[src/rtl/inst_fetch_unit_if.sv]
// Fetch-unit bus bundle: instruction-memory port, redirect input, decode-side
// valid/ready stream and status. master = fetch unit, slave = its environment.
interface inst_fetch_unit_if;
  logic [31:0] inst_add;
  logic [31:0] inst_code;
  logic        redirect_valid;
  logic [31:0] redirect_pc;
  logic        out_valid;
  logic        out_ready;
  logic [31:0] out_inst;
  logic [31:0] out_pc;
  logic        halted;
  logic [15:0] fetch_count;

  modport master (
    output inst_add,
    input  inst_code,
    input  redirect_valid,
    input  redirect_pc,
    output out_valid,
    input  out_ready,
    output out_inst,
    output out_pc,
    output halted,
    output fetch_count
  );

  modport slave (
    input  inst_add,
    output inst_code,
    output redirect_valid,
    output redirect_pc,
    input  out_valid,
    output out_ready,
    input  out_inst,
    input  out_pc,
    input  halted,
    input  fetch_count
  );
endinterface

[src/rtl/inst_fetch_unit.sv]
// Instruction fetch unit: owns the PC, fetches one word per cycle into a
// 2-entry queue toward decode, handles redirects, back-pressure and halt.
module inst_fetch_unit #(
  parameter logic [31:0] RESET_PC  = 32'h0000_0000,
  parameter logic [31:0] HALT_INST = 32'h0000_0073,
  parameter int unsigned PC_STEP   = 4
) (
  input logic              clk,
  input logic              reset,
  inst_fetch_unit_if.master bus
);

  typedef enum logic [1:0] {START, FETCH, STALL, HALTED} state_t;

  localparam logic [31:0] PC_INC = 32'(PC_STEP);

  state_t      state, state_next;
  logic [31:0] pc;
  logic [1:0]  count;
  logic [31:0] head_pc, head_inst, tail_pc, tail_inst;
  logic [15:0] fetch_cnt;
  logic        pop, free, push, halted_o;

  assign pop  = (count != 2'd0) && bus.out_ready;
  // A slot freed by this cycle's pop can be refilled in the same cycle.
  assign free = (count != 2'd2) || pop;

  always_ff @(posedge clk or negedge reset) begin
    if (!reset) state <= START;
    else        state <= state_next;
  end

  always_comb begin
    state_next = state;
    if (bus.redirect_valid) begin
      state_next = FETCH;
    end else begin
      unique case (state)
        START:        state_next = FETCH;
        FETCH, STALL: begin
          if (!free)                           state_next = STALL;
          else if (bus.inst_code == HALT_INST) state_next = HALTED;
          else                                 state_next = FETCH;
        end
        HALTED:       state_next = HALTED;
        default:      state_next = START;
      endcase
    end
  end

  always_comb begin
    push     = ((state == FETCH) || (state == STALL)) && free && !bus.redirect_valid;
    halted_o = (state == HALTED);
  end

  always_ff @(posedge clk or negedge reset) begin
    if (!reset) begin
      pc        <= RESET_PC;
      count     <= '0;
      head_pc   <= '0;
      head_inst <= '0;
      tail_pc   <= '0;
      tail_inst <= '0;
      fetch_cnt <= '0;
    end else begin
      if (bus.redirect_valid) begin
        pc    <= bus.redirect_pc & ~32'd3;
        count <= '0;
      end else begin
        if (push) pc <= pc + PC_INC;
        unique case ({push, pop})
          2'b10: begin
            if (count == 2'd0) begin
              head_pc   <= pc;
              head_inst <= bus.inst_code;
            end else begin
              tail_pc   <= pc;
              tail_inst <= bus.inst_code;
            end
            count <= count + 2'd1;
          end
          2'b01: begin
            head_pc   <= tail_pc;
            head_inst <= tail_inst;
            count     <= count - 2'd1;
          end
          2'b11: begin
            // Count unchanged: either replace a lone head or shift and append.
            if (count == 2'd1) begin
              head_pc   <= pc;
              head_inst <= bus.inst_code;
            end else begin
              head_pc   <= tail_pc;
              head_inst <= tail_inst;
              tail_pc   <= pc;
              tail_inst <= bus.inst_code;
            end
          end
          default: ;
        endcase
      end
      if (push) fetch_cnt <= fetch_cnt + 16'd1;
    end
  end

  assign bus.inst_add    = pc;
  assign bus.out_valid   = (count != 2'd0);
  assign bus.out_inst    = head_inst;
  assign bus.out_pc      = head_pc;
  assign bus.halted      = halted_o;
  assign bus.fetch_count = fetch_cnt;

endmodule

[src/flat_wrapper.sv]
// flat-port wrapper written by rule: the top's interface ports become plain ports
module inst_fetch_unit_flat 
#(
  parameter logic [31:0] RESET_PC  = 32'h0000_0000,
  parameter logic [31:0] HALT_INST = 32'h0000_0073,
  parameter int unsigned PC_STEP   = 4
)
  (clk, reset, bus_inst_add, bus_inst_code, bus_redirect_valid, bus_redirect_pc, bus_out_valid, bus_out_ready, bus_out_inst, bus_out_pc, bus_halted, bus_fetch_count);
  inst_fetch_unit_if bus_i ();
  input logic clk;
  input logic reset;
  output wire logic [$bits(bus_i.inst_add)-1:0] bus_inst_add;
  input wire logic [$bits(bus_i.inst_code)-1:0] bus_inst_code;
  input wire logic [$bits(bus_i.redirect_valid)-1:0] bus_redirect_valid;
  input wire logic [$bits(bus_i.redirect_pc)-1:0] bus_redirect_pc;
  output wire logic [$bits(bus_i.out_valid)-1:0] bus_out_valid;
  input wire logic [$bits(bus_i.out_ready)-1:0] bus_out_ready;
  output wire logic [$bits(bus_i.out_inst)-1:0] bus_out_inst;
  output wire logic [$bits(bus_i.out_pc)-1:0] bus_out_pc;
  output wire logic [$bits(bus_i.halted)-1:0] bus_halted;
  output wire logic [$bits(bus_i.fetch_count)-1:0] bus_fetch_count;
  assign bus_inst_add = bus_i.inst_add;
  assign bus_i.inst_code = bus_inst_code;
  assign bus_i.redirect_valid = bus_redirect_valid;
  assign bus_i.redirect_pc = bus_redirect_pc;
  assign bus_out_valid = bus_i.out_valid;
  assign bus_i.out_ready = bus_out_ready;
  assign bus_out_inst = bus_i.out_inst;
  assign bus_out_pc = bus_i.out_pc;
  assign bus_halted = bus_i.halted;
  assign bus_fetch_count = bus_i.fetch_count;
  inst_fetch_unit #(.RESET_PC(RESET_PC), .HALT_INST(HALT_INST), .PC_STEP(PC_STEP)) u_core (.clk(clk), .reset(reset), .bus(bus_i));
endmodule
[config.mk]
export PLATFORM = sky130hd
export DESIGN_NAME = inst_fetch_unit_flat
export DESIGN_NICKNAME = d
export VERILOG_FILES = /design/src/rtl/inst_fetch_unit_if.sv /design/src/rtl/inst_fetch_unit.sv /design/src/flat_wrapper.sv
export SDC_FILE = /design/constraint.sdc
export NUM_CORES = 1
export LEC_CHECK = 0
export CAP_MARGIN = 20
export CORE_UTILIZATION = 45
export CTS_BUF_LIST = sky130_fd_sc_hd__clkbuf_2
export DETAILED_ROUTE_END_ITERATION = 12
export HOLD_SLACK_MARGIN = 0.08
export PLACE_DENSITY_LB_ADDON = 0.05
export SYNTH_ARGS = -nofsm -noshare
export SYNTH_HDL_FRONTEND = slang
export SYNTH_SLANG_ARGS = --single-unit
[constraint.sdc]
create_clock -name clk -period 2.1 [get_ports clk]
set_clock_uncertainty 0.05 [all_clocks]
set_input_delay 0.63 -clock clk [delete_from_list [all_inputs] [get_ports clk]]
set_output_delay 0.63 -clock clk [all_outputs]
set_load 0.01 [all_outputs]
After elaboration in Yosys (flattened, before gate mapping)
Index checks and enable logic that the tools add are counted.
Storage, ports and cells
  register bits after elaboration: 180
  input bits: 68
  output and inout bits: 114
  word-level logic and storage cells: 61
Operators by class
  add/sub/neg operators: 4
  eq/ne operators: 12
  mux-type cells: 20
  bitwise gates (word level): 1
  reductions and logical operators: 16
Operators with widths (count)
  32-bit two-way mux: 10
  32-bit one-hot mux with 3 select lines: 2
  32-bit one-hot mux with 2 select lines: 2
  32-bit by 3-bit adder with 32-bit output, second input constant: 1
  32-bit by 7-bit equality test with 1-bit output, second input constant: 1
  16-bit by 1-bit adder with 16-bit output, second input constant: 1
  2-bit equality test, second input constant: 4
  2-bit two-way mux: 4
  2-bit by 1-bit equality test with 1-bit output, second input constant: 3
  2-bit != test, second input constant: 3
  2-bit one-hot mux with 3 select lines: 1
  2-bit nonzero test: 3
  3-bit nonzero test: 2
  2-bit zero test: 2
  2-bit one-hot mux with 2 select lines: 1
  4-bit AND reduction: 1
  1-bit logical AND: 3
  3-bit AND reduction: 1
  2-bit by 1-bit adder with 2-bit output, second input constant: 1
  1-bit logical OR: 2
  2-bit by 1-bit != test with 1-bit output, second input constant: 1
  2-bit OR reduction: 1
  2-bit by 1-bit subtractor with 2-bit output, second input constant: 1
  1-bit zero test: 1
  1-bit inverter: 1

Longest topological paths before layout
Gate-level depths: netlist of run 1.
  depth in word-level cells: 8
  gate-level depth with buffers: 9
  gate-level depth less buffers: 7

Least setup slack after synthesis of run 1
No wires, ideal clock.
  path kind: register to register
  start: reg u_core.count[0]
  end: reg u_core.tail_inst[0]
  library setup time: 0.125 ns
  arrival time: 1.779 ns
  required time: 1.925 ns
  setup slack: 0.146 ns
  cell stages (with the launch flop): 8
  buffers on the path: 2
  clock period less this slack: 1.954 ns
  path through: dfrtp_1 > inv_1 > ha_1 > clkbuf_1 > mux2i_1 > nand4_1 > buf_2 > mux2_2
On the way
  longest elaborated chain between the ends: 8
  elaborated cells on any way between the ends: 15
  those cells by class: eq/ne (6); mux (1); reduce/logical (8)
RTL lines
  start: declaration: line inst_fetch_unit.sv:19  | logic [1:0] count;
  start signal: assignment: line inst_fetch_unit.sv:80  | count <= count + 2'd1;
  start signal: assignment: line inst_fetch_unit.sv:85  | count <= count - 2'd1;
  2-bit nonzero test: line inst_fetch_unit.sv:24  | assign pop = (count != 2'd0) && bus.out_ready;
  1-bit logical AND: line inst_fetch_unit.sv:24
  1-bit logical OR: line inst_fetch_unit.sv:26  | assign free = (count != 2'd2) || pop;
  1-bit logical AND (2 in series): line inst_fetch_unit.sv:52  | push = ((state == FETCH) || (state == STALL)) && free && !bus.redirect_valid;
  2-bit equality test: line inst_fetch_unit.sv:71  | unique case ({push, pop})
  2-bit != test (no source line) / 2-bit nonzero test (equally long branches)
  4-bit AND reduction (no source line)
  end signal: assignment: line inst_fetch_unit.sv:78  | tail_inst <= bus.inst_code;
  end signal: assignment: line inst_fetch_unit.sv:96  | tail_inst <= bus.inst_code;
  end: declaration: line inst_fetch_unit.sv:20  | logic [31:0] head_pc, head_inst, tail_pc, tail_inst;
Parallel ways exist; a longest one is shown, timed or not.
A chain may end at the register's enable or synchronous reset.

Final worst setup path of run 1
  start: reg u_core.count[1]
  end: out bus_out_valid
On the way
  longest elaborated chain between the ends: 1
RTL lines
  2-bit nonzero test: line inst_fetch_unit.sv:107  | assign bus.out_valid = (count != 2'd0);
  end: declaration: line flat_wrapper.sv:16  | output wire logic [$bits(bus_i.out_valid)-1:0] bus_out_valid;
No other way between the ends.

==> results of run 1 <==
[layer usage]
metal	wire length (um)	GRT usage, %	share of wire, %	vias to the layer above
li1	-	-	-	3061
met1	9288	30.47	44	3178
met2	10320	38.97	49	168
met3	1201	5.443	5.7	27
met4	354	7.179	1.7	0
met5	0	0	0	-
[final cells by class]
type	count	area (um2)	share of cell area, %
Multi-Input combinational cell	479	3376	30.70
Clock inverter	12	118.9	1.081
Clock buffer	20	100.1	0.9104
Tap cell	225	281.5	2.561
Inverter	9	33.78	0.3073
Timing Repair Buffer	326	2675	24.33
Sequential cell	175	4409	40.10
[logic make-up after synthesis]
| group | after synthesis | synth area share [%] |
|---|---|---|
| multiplexers | 126 | 16.88 |
| flip-flops | 175 | 55.23 |
| AND/OR/NAND/NOR | 194 | 11.66 |
| buffers and inverters | 51 | 3.235 |
| other | 1 | 0.04730 |
| AO/OA/AOI/OAI | 107 | 7.086 |
| adder cells (fa/ha/maj) | 7 | 1.105 |
| XOR/XNOR | 43 | 4.750 |
[how the worst max path moves through the flow]
stage,from,slack (ns),to
floorplan,u_core.count[0],0.15,u_core.tail_inst[0]
global placement,bus_inst_code[17],-0.31,u_core.state[1]
detailed placement,bus_inst_code[17],-0.37,u_core.state[1]
CTS,u_core.count[1],-0.22,bus_out_valid
global route,u_core.count[1],-0.25,bus_out_valid
finish,u_core.count[1],-0.16,bus_out_valid
[cells in the final DEF (no fill, tap or decap), types with 29 or more instances in the layout]
cell type / n
mux2_2: 62
buf_2: 92
o21ai_0: 29
nor2_1: 74
buf_4: 127
nand2_1: 44
a21oi_1: 66
dfrtp_1: 151
mux2i_1: 64
clkdlybuf4s50_1: 63
[power by group through the flow]
stage | Combinational (W) | Clock, W | Sequential, W
finish | 0.00689 | 0.00168 | 0.00548
global route | 0.00749 | 0.00187 | 0.00564
CTS | 0.00645 | 0.00175 | 0.00546
detailed placement | 0.00626 | 0 | 0.00570
global placement | 0.00609 | 0 | 0.00562
floorplan | 0.00317 | 0 | 0.00585
[timing repair]
item | in CTS | in global routing
hold buffers | 1 | 0
endpoints found under the hold margin | 45 | 0
setup endpoints to repair | 117 | 156
buffers inserted | 72 | 16
pin swaps | 2 | 4
resized for setup | 496 | 25
cloned | 1 | 2
[state kept, by name (all words and copies together), names as in the netlist]
name,cells
u_core.state,2
u_core.tail_inst,32
u_core.bus.out_pc,31
u_core.bus.inst_add,30
u_core.tail_pc,30
u_core.bus.fetch_count,16
u_core.bus.out_inst,32
u_core.count,2
[through the flow]
step | setup TNS [ns] | worst slack, ns | power (W)
5_1_grt | -0.8868 | -0.2461 | 0.01500
6_report | -0.2531 | -0.1591 | 0.01406
2_1_floorplan | 0 | 0.1463 | 0.009028
3_5_place_dp | -39.84 | -0.3707 | 0.01196
3_3_place_gp | -32.41 | -0.3090 | 0.01170
4_1_cts | -0.5016 | -0.2186 | 0.01366
[worst max-delay path, stage by stage, from the launching register on]
cell and delay [ns]:
dfrtp_1 0.45, inv_2 0.09, ha_4 0.15, inv_2 0.04
buf_6 0.12
==> impl_metrics.csv, run 1 <==
group,metric,value,unit
status,status,"finished with violations",
status,violations,"setup timing",
critical_path,crit_path_max_fanout,2,
power_and_ir_drop,leakagePower,5.284,nW
die,io_pins,182,
cells_and_area,area_growth,38.66,%
sta,setup_viol,2,
sta,period_minus_slack,2.259,ns
die,die_area,18150,um2
sta,whs,0.2449,ns
sta,relSlewSlack,64.96,%
worst_hold_path,min_to,"u_core.bus.inst_add[31]",
sta,hold_violations,0,
critical_path,reg2reg_to,"u_core.bus.out_inst[13]",
synth,yosysTopAreaCellShare,55.23,%
critical_path,r2r_cells,9,
sta,grt_setup_unrepaired,"true",
critical_path,timing.rr.start,"u_core.count[1]",
worst_hold_path,hold_class,"primary input to flip-flop",
placed_design,place_area,10330,um2
clock_network,tritoncts,"built",
worst_hold_path,hold_depth,3,
detailed_routing,ant_nets,0,
clock_network,cts-root-buf,"clkbuf_2",
detailed_routing,firstDrtPassIters,7,
clock_network,cts_max_path_buffers,2,
clock_network,cts_buffers,17,
power_and_ir_drop,power.density,1279,nW/um2
sta,clock.fmax,442.7,MHz
grt,grt_max_degree,49,
synth,yosysUniqueCellTypes,38,
synth,synth.most_common_cell,"dfrtp_1",
placed_design,dp_cells,1122,
power_and_ir_drop,switchingPower,0.005185,W
placed_design,port_buffers,177,
critical_path,critPathRequiredTime,1.42,ns
synth,synth-seq-cells,175,
clock_network,cts_htree_levels,4,
detailed_routing,avgViaCountPerCell,5.164,
power_and_ir_drop,power_frac_comb,49.0,%
sta,worstMarginPinSlew,0.5236,ns
synth,synth_commonest_cells,"dfrtp_1, nor2_1, a21oi_1, mux2i_1, mux2_2",
detailed_routing,avgRoutedWirePerCell,16.98,um
power_and_ir_drop,clkPwrFrac,12.0,%
synth,avgSynthCellArea,11.26,um2
synth,synth_edf_count,0,
synth,yosysSeqAreaShare,55.23,%
flow_run,max-cap-violations,0,
grt,grt.overflow.total,0,
power_and_ir_drop,swShare,36.88,%
critical_path,end_kind,"output port",
grt,grt_pass1_wl,32950,um
clock_network,clk_latency,0.75,ns
grt,antenna_found_initial,0,
synth,synth_warnings,0,
grt,grt_pass1_vias,6382,
power_and_ir_drop,vdd_ir_drop_max,0.0005910,V
cells_and_area,fill_cells,1378,
placed_design,place_congestion,0.8170,
clock_network,clk_pin_slew,0.21,ns
placed_design,hpwl,13480,um
clock_network,cts_num_sinks,175,
cells_and_area,final_area,10990,um2
synth,yosysTopAreaCell,"dfrtp_1",
die,core_area,17240,um2
worst_hold_path,min_from,"bus_redirect_valid",
sta,period_share,107.6,%
die,rows,48,
synth,ys_async_sr_fraction,100.0,%
cells_and_area,fin_util,63.78,%
cells_and_area,drive_gt1_share,38.30,%
synth,synthFlopType,"dfrtp_1",
synth,syn-cell-area,7929,um2
die,initial_core_util,46.00,%
critical_path,critPathArrivalTime,1.58,ns
detailed_routing,drc,0,
die,die_w,134.7,um
grt,grtUsageTotal,23.45,%
synth,synthCells,704,
cells_and_area,antenna_cells,0,
detailed_routing,num_vias,6434,
synth,ys_top_cells_by_area,"dfrtp_1, mux2_2, mux2i_1",
cells_and_area,layout.cells.non_filler,1246,
die,die_height,134.7,um
sta,report.final.slew_viol_count,0,
critical_path,reg2reg_slack,0.08,ns
sta,setup_slack,-0.1591,ns
detailed_routing,drt-total-wl,21160,um
power_and_ir_drop,seqPwrFrac,39.0,%
power_and_ir_drop,power.internal,0.008873,W
critical_path,critPathKind,"flip-flop to output port",
critical_path,cp-start-kind,"flip-flop",
detailed_routing,drt-initial-drc-count,273,
cells_and_area,nets,1083,
Note: power is estimated with default switching activity, not from simulation.
==> run 2, diff against run 1 <==
--- a/config.mk
+++ b/config.mk
@@ -9,8 +9,10 @@
 export CORE_UTILIZATION = 45
 export CTS_BUF_LIST = sky130_fd_sc_hd__clkbuf_2
 export DETAILED_ROUTE_END_ITERATION = 12
+export DONT_BUFFER_PORTS = 1
 export HOLD_SLACK_MARGIN = 0.08
 export PLACE_DENSITY_LB_ADDON = 0.05
+export SKIP_CTS_REPAIR_TIMING = 1
 export SYNTH_ARGS = -nofsm -noshare
 export SYNTH_HDL_FRONTEND = slang
 export SYNTH_SLANG_ARGS = --single-unit
==> run 2 against run 1 <==
  * The flow finishes with violations (hold timing, setup timing)
  * Hold slack worse by 0.72 ns
  * Register-to-register slack better by 0.02 ns
  * Wire length decreased by 11%
  * Critical endpoint unchanged
  * Highest routed layer unchanged
==> impl_metrics.csv, run 2 (same netlist as run 1, synthesis figures left out) <==
group,metric,value,unit
critical_path,path_buf_inv,3,
cells_and_area,nets,884,
die,die_height,134.7,um
sta,setup_tns,-0.1486,ns
sta,setup_slack,-0.1486,ns
detailed_routing,firstDrtPassIters,5,
power_and_ir_drop,leakagePower,4.425,nW
cells_and_area,final_common_cell,"dfrtp_1",
placed_design,hpwl,12470,um
sta,whs,-0.4787,ns
detailed_routing,num_vias,5623,
critical_path,crit_chain,"inv_2 > ha_4 > inv_4 > buf_6",
cells_and_area,layout_common_cells,"dfrtp_1, nor2_1, a21oi_1",
detailed_routing,drt-initial-drc-count,208,
clock_network,cts_htree_levels,4,
cells_and_area,fin_util,56.03,%
clock_network,cts_max_path_buffers,2,
critical_path,cpMaxStageDelayCell,"dfrtp_1",
die,initial_core_util,46.00,%
sta,setup_viol,1,
sta,period_share,107.1,%
status,status,"finished with violations",
critical_path,reg2reg_slack,0.10,ns
critical_path,end_kind,"output port",
flow_run,max-cap-violations,0,
grt,grt_pass1_wl,28440,um
cells_and_area,area_growth,21.79,%
sta,period_minus_slack,2.249,ns
detailed_routing,avgRoutedWirePerCell,18.04,um
die,core_area,17240,um2
die,die_w,134.7,um
status,violations,"hold timing, setup timing",
cells_and_area,drive_gt1_share,20.95,%
clock_network,cts_buffers,17,
critical_path,crit_family,"flip-flops",
sta,grt_setup_unrepaired,"true",
sta,hold_violations,175,
sta,report.final.slew_viol_count,0,
clock_network,clk_pin_slew,0.24,ns
grt,antenna_found_initial,1,
worst_hold_path,hold_class,"primary input to asynchronous set/reset pin",
critical_path,critPathRequiredTime,1.42,ns
sta,clock.fmax,444.7,MHz
detailed_routing,avgViaCountPerCell,5.371,
detailed_routing,ant_nets,0,
die,rows,48,
critical_path,critPathKind,"flip-flop to output port",
placed_design,pre_cts_ws,-0.02912,ns
detailed_routing,drc,0,
critical_path,slowest_delay,0.45,ns
grt,grtUsageTotal,20.35,%
power_and_ir_drop,vdd_ir_drop_max,0.0005250,V
grt,grt.overflow.total,0,
critical_path,crit_path_max_fanout,3,
placed_design,place_congestion,0.7881,
power_and_ir_drop,finalPower,0.01259,W
critical_path,cp-start-kind,"flip-flop",
detailed_routing,drt-total-wl,18880,um
power_and_ir_drop,power.density,1304,nW/um2
clock_network,cts-root-buf,"clkbuf_2",
grt,grt_max_degree,176,
die,io_pins,182,
grt,grt_pass1_vias,5428,
placed_design,port_buffers,0,
die,die_area,18150,um2
clock_network,clk_latency,0.71,ns
clock_network,cts_num_sinks,175,
clock_network,tritoncts,"built",
critical_path,critPathArrivalTime,1.57,ns
[run 2: cell types whose count changed in the layout (fill, tap and decap cells not counted), sizes merged]
cell / delta
clkbuf: -4
bufinv: +1
clkinvlp: -3
clkinv: +2
diode: +1
buf: -195
clkdlybuf4s50: -63
dlygate4sd3: +62
[run 2: power breakdown]
| part | leakage, nW | internal, W | switching (W) |
|---|---|---|---|
| clock | 0.144 | 0.000657 | 0.00116 |
| combinational | 2.21 | 0.00250 | 0.00231 |
| sequential | 2.07 | 0.00475 | 0.00122 |
| total | 4.42 | 0.00791 | 0.00469 |
[run 2: final timing paths]
check                                    from                 endpoint  cells after the start
setup reg to reg              u_core.count[0]  u_core.bus.out_inst[13]                      9
max in group asynchronous               reset  u_core.bus.inst_add[17]                      0
hold reg to reg            u_core.tail_pc[28]       u_core.tail_pc[28]                      2
setup / recovery              u_core.count[1]            bus_out_valid                      4
min in group clk            bus_inst_code[14]          u_core.state[1]                      5
hold / removal                          reset     u_core.bus.out_pc[7]                      0
[run 2: per-stage QoR]
step	std cells	cell area (um2)
floorplan	705	7933
global placement	932	8438
detailed placement	932	8438
CTS	963	8677
global route	1047	9657
finish	1047	9657
[run 2: cell type report]
cell class                      count  area (um2)
Multi-Input combinational cell    479        3381
Clock buffer                       19       95.09
Sequential cell                   175        4384
Tap cell                          225       281.5
Antenna cell                        1       2.502
Inverter                            9       36.28
Fill cell                        1540        7580
Timing Repair Buffer              127        1333
Clock inverter                     12       143.9
[run 2: layer usage]
layer | GRT usage, % | vias to the layer above | share of wire [%]
met5 | 0 | - | 0
met4 | 5.743 | 0 | 0.85
met3 | 8.596 | 11 | 6.8
met2 | 32.65 | 138 | 49
met1 | 25.06 | 2796 | 43
li1 | - | 2678 | -
[run 2: worst register-to-register path, stage by stage, from the launching register on]
cell	delay, ns
dfrtp_1	0.42
inv_2	0.07
ha_4	0.18
nand2b_2	0.26
buf_4	0.21
a21oi_4	0.16
buf_12	0.14
buf_12	0.19
nor2_1	0.09
a21oi_1	0.16
==> run 3, diff against run 2 <==
--- a/config.mk
+++ b/config.mk
@@ -13,6 +13,7 @@
 export HOLD_SLACK_MARGIN = 0.08
 export PLACE_DENSITY_LB_ADDON = 0.05
 export SKIP_CTS_REPAIR_TIMING = 1
+export SLEW_MARGIN = 0
 export SYNTH_ARGS = -nofsm -noshare
 export SYNTH_HDL_FRONTEND = slang
 export SYNTH_SLANG_ARGS = --single-unit
==> results of run 3 <==
The final DEF is identical to that of run 2; final timing and power are the same.
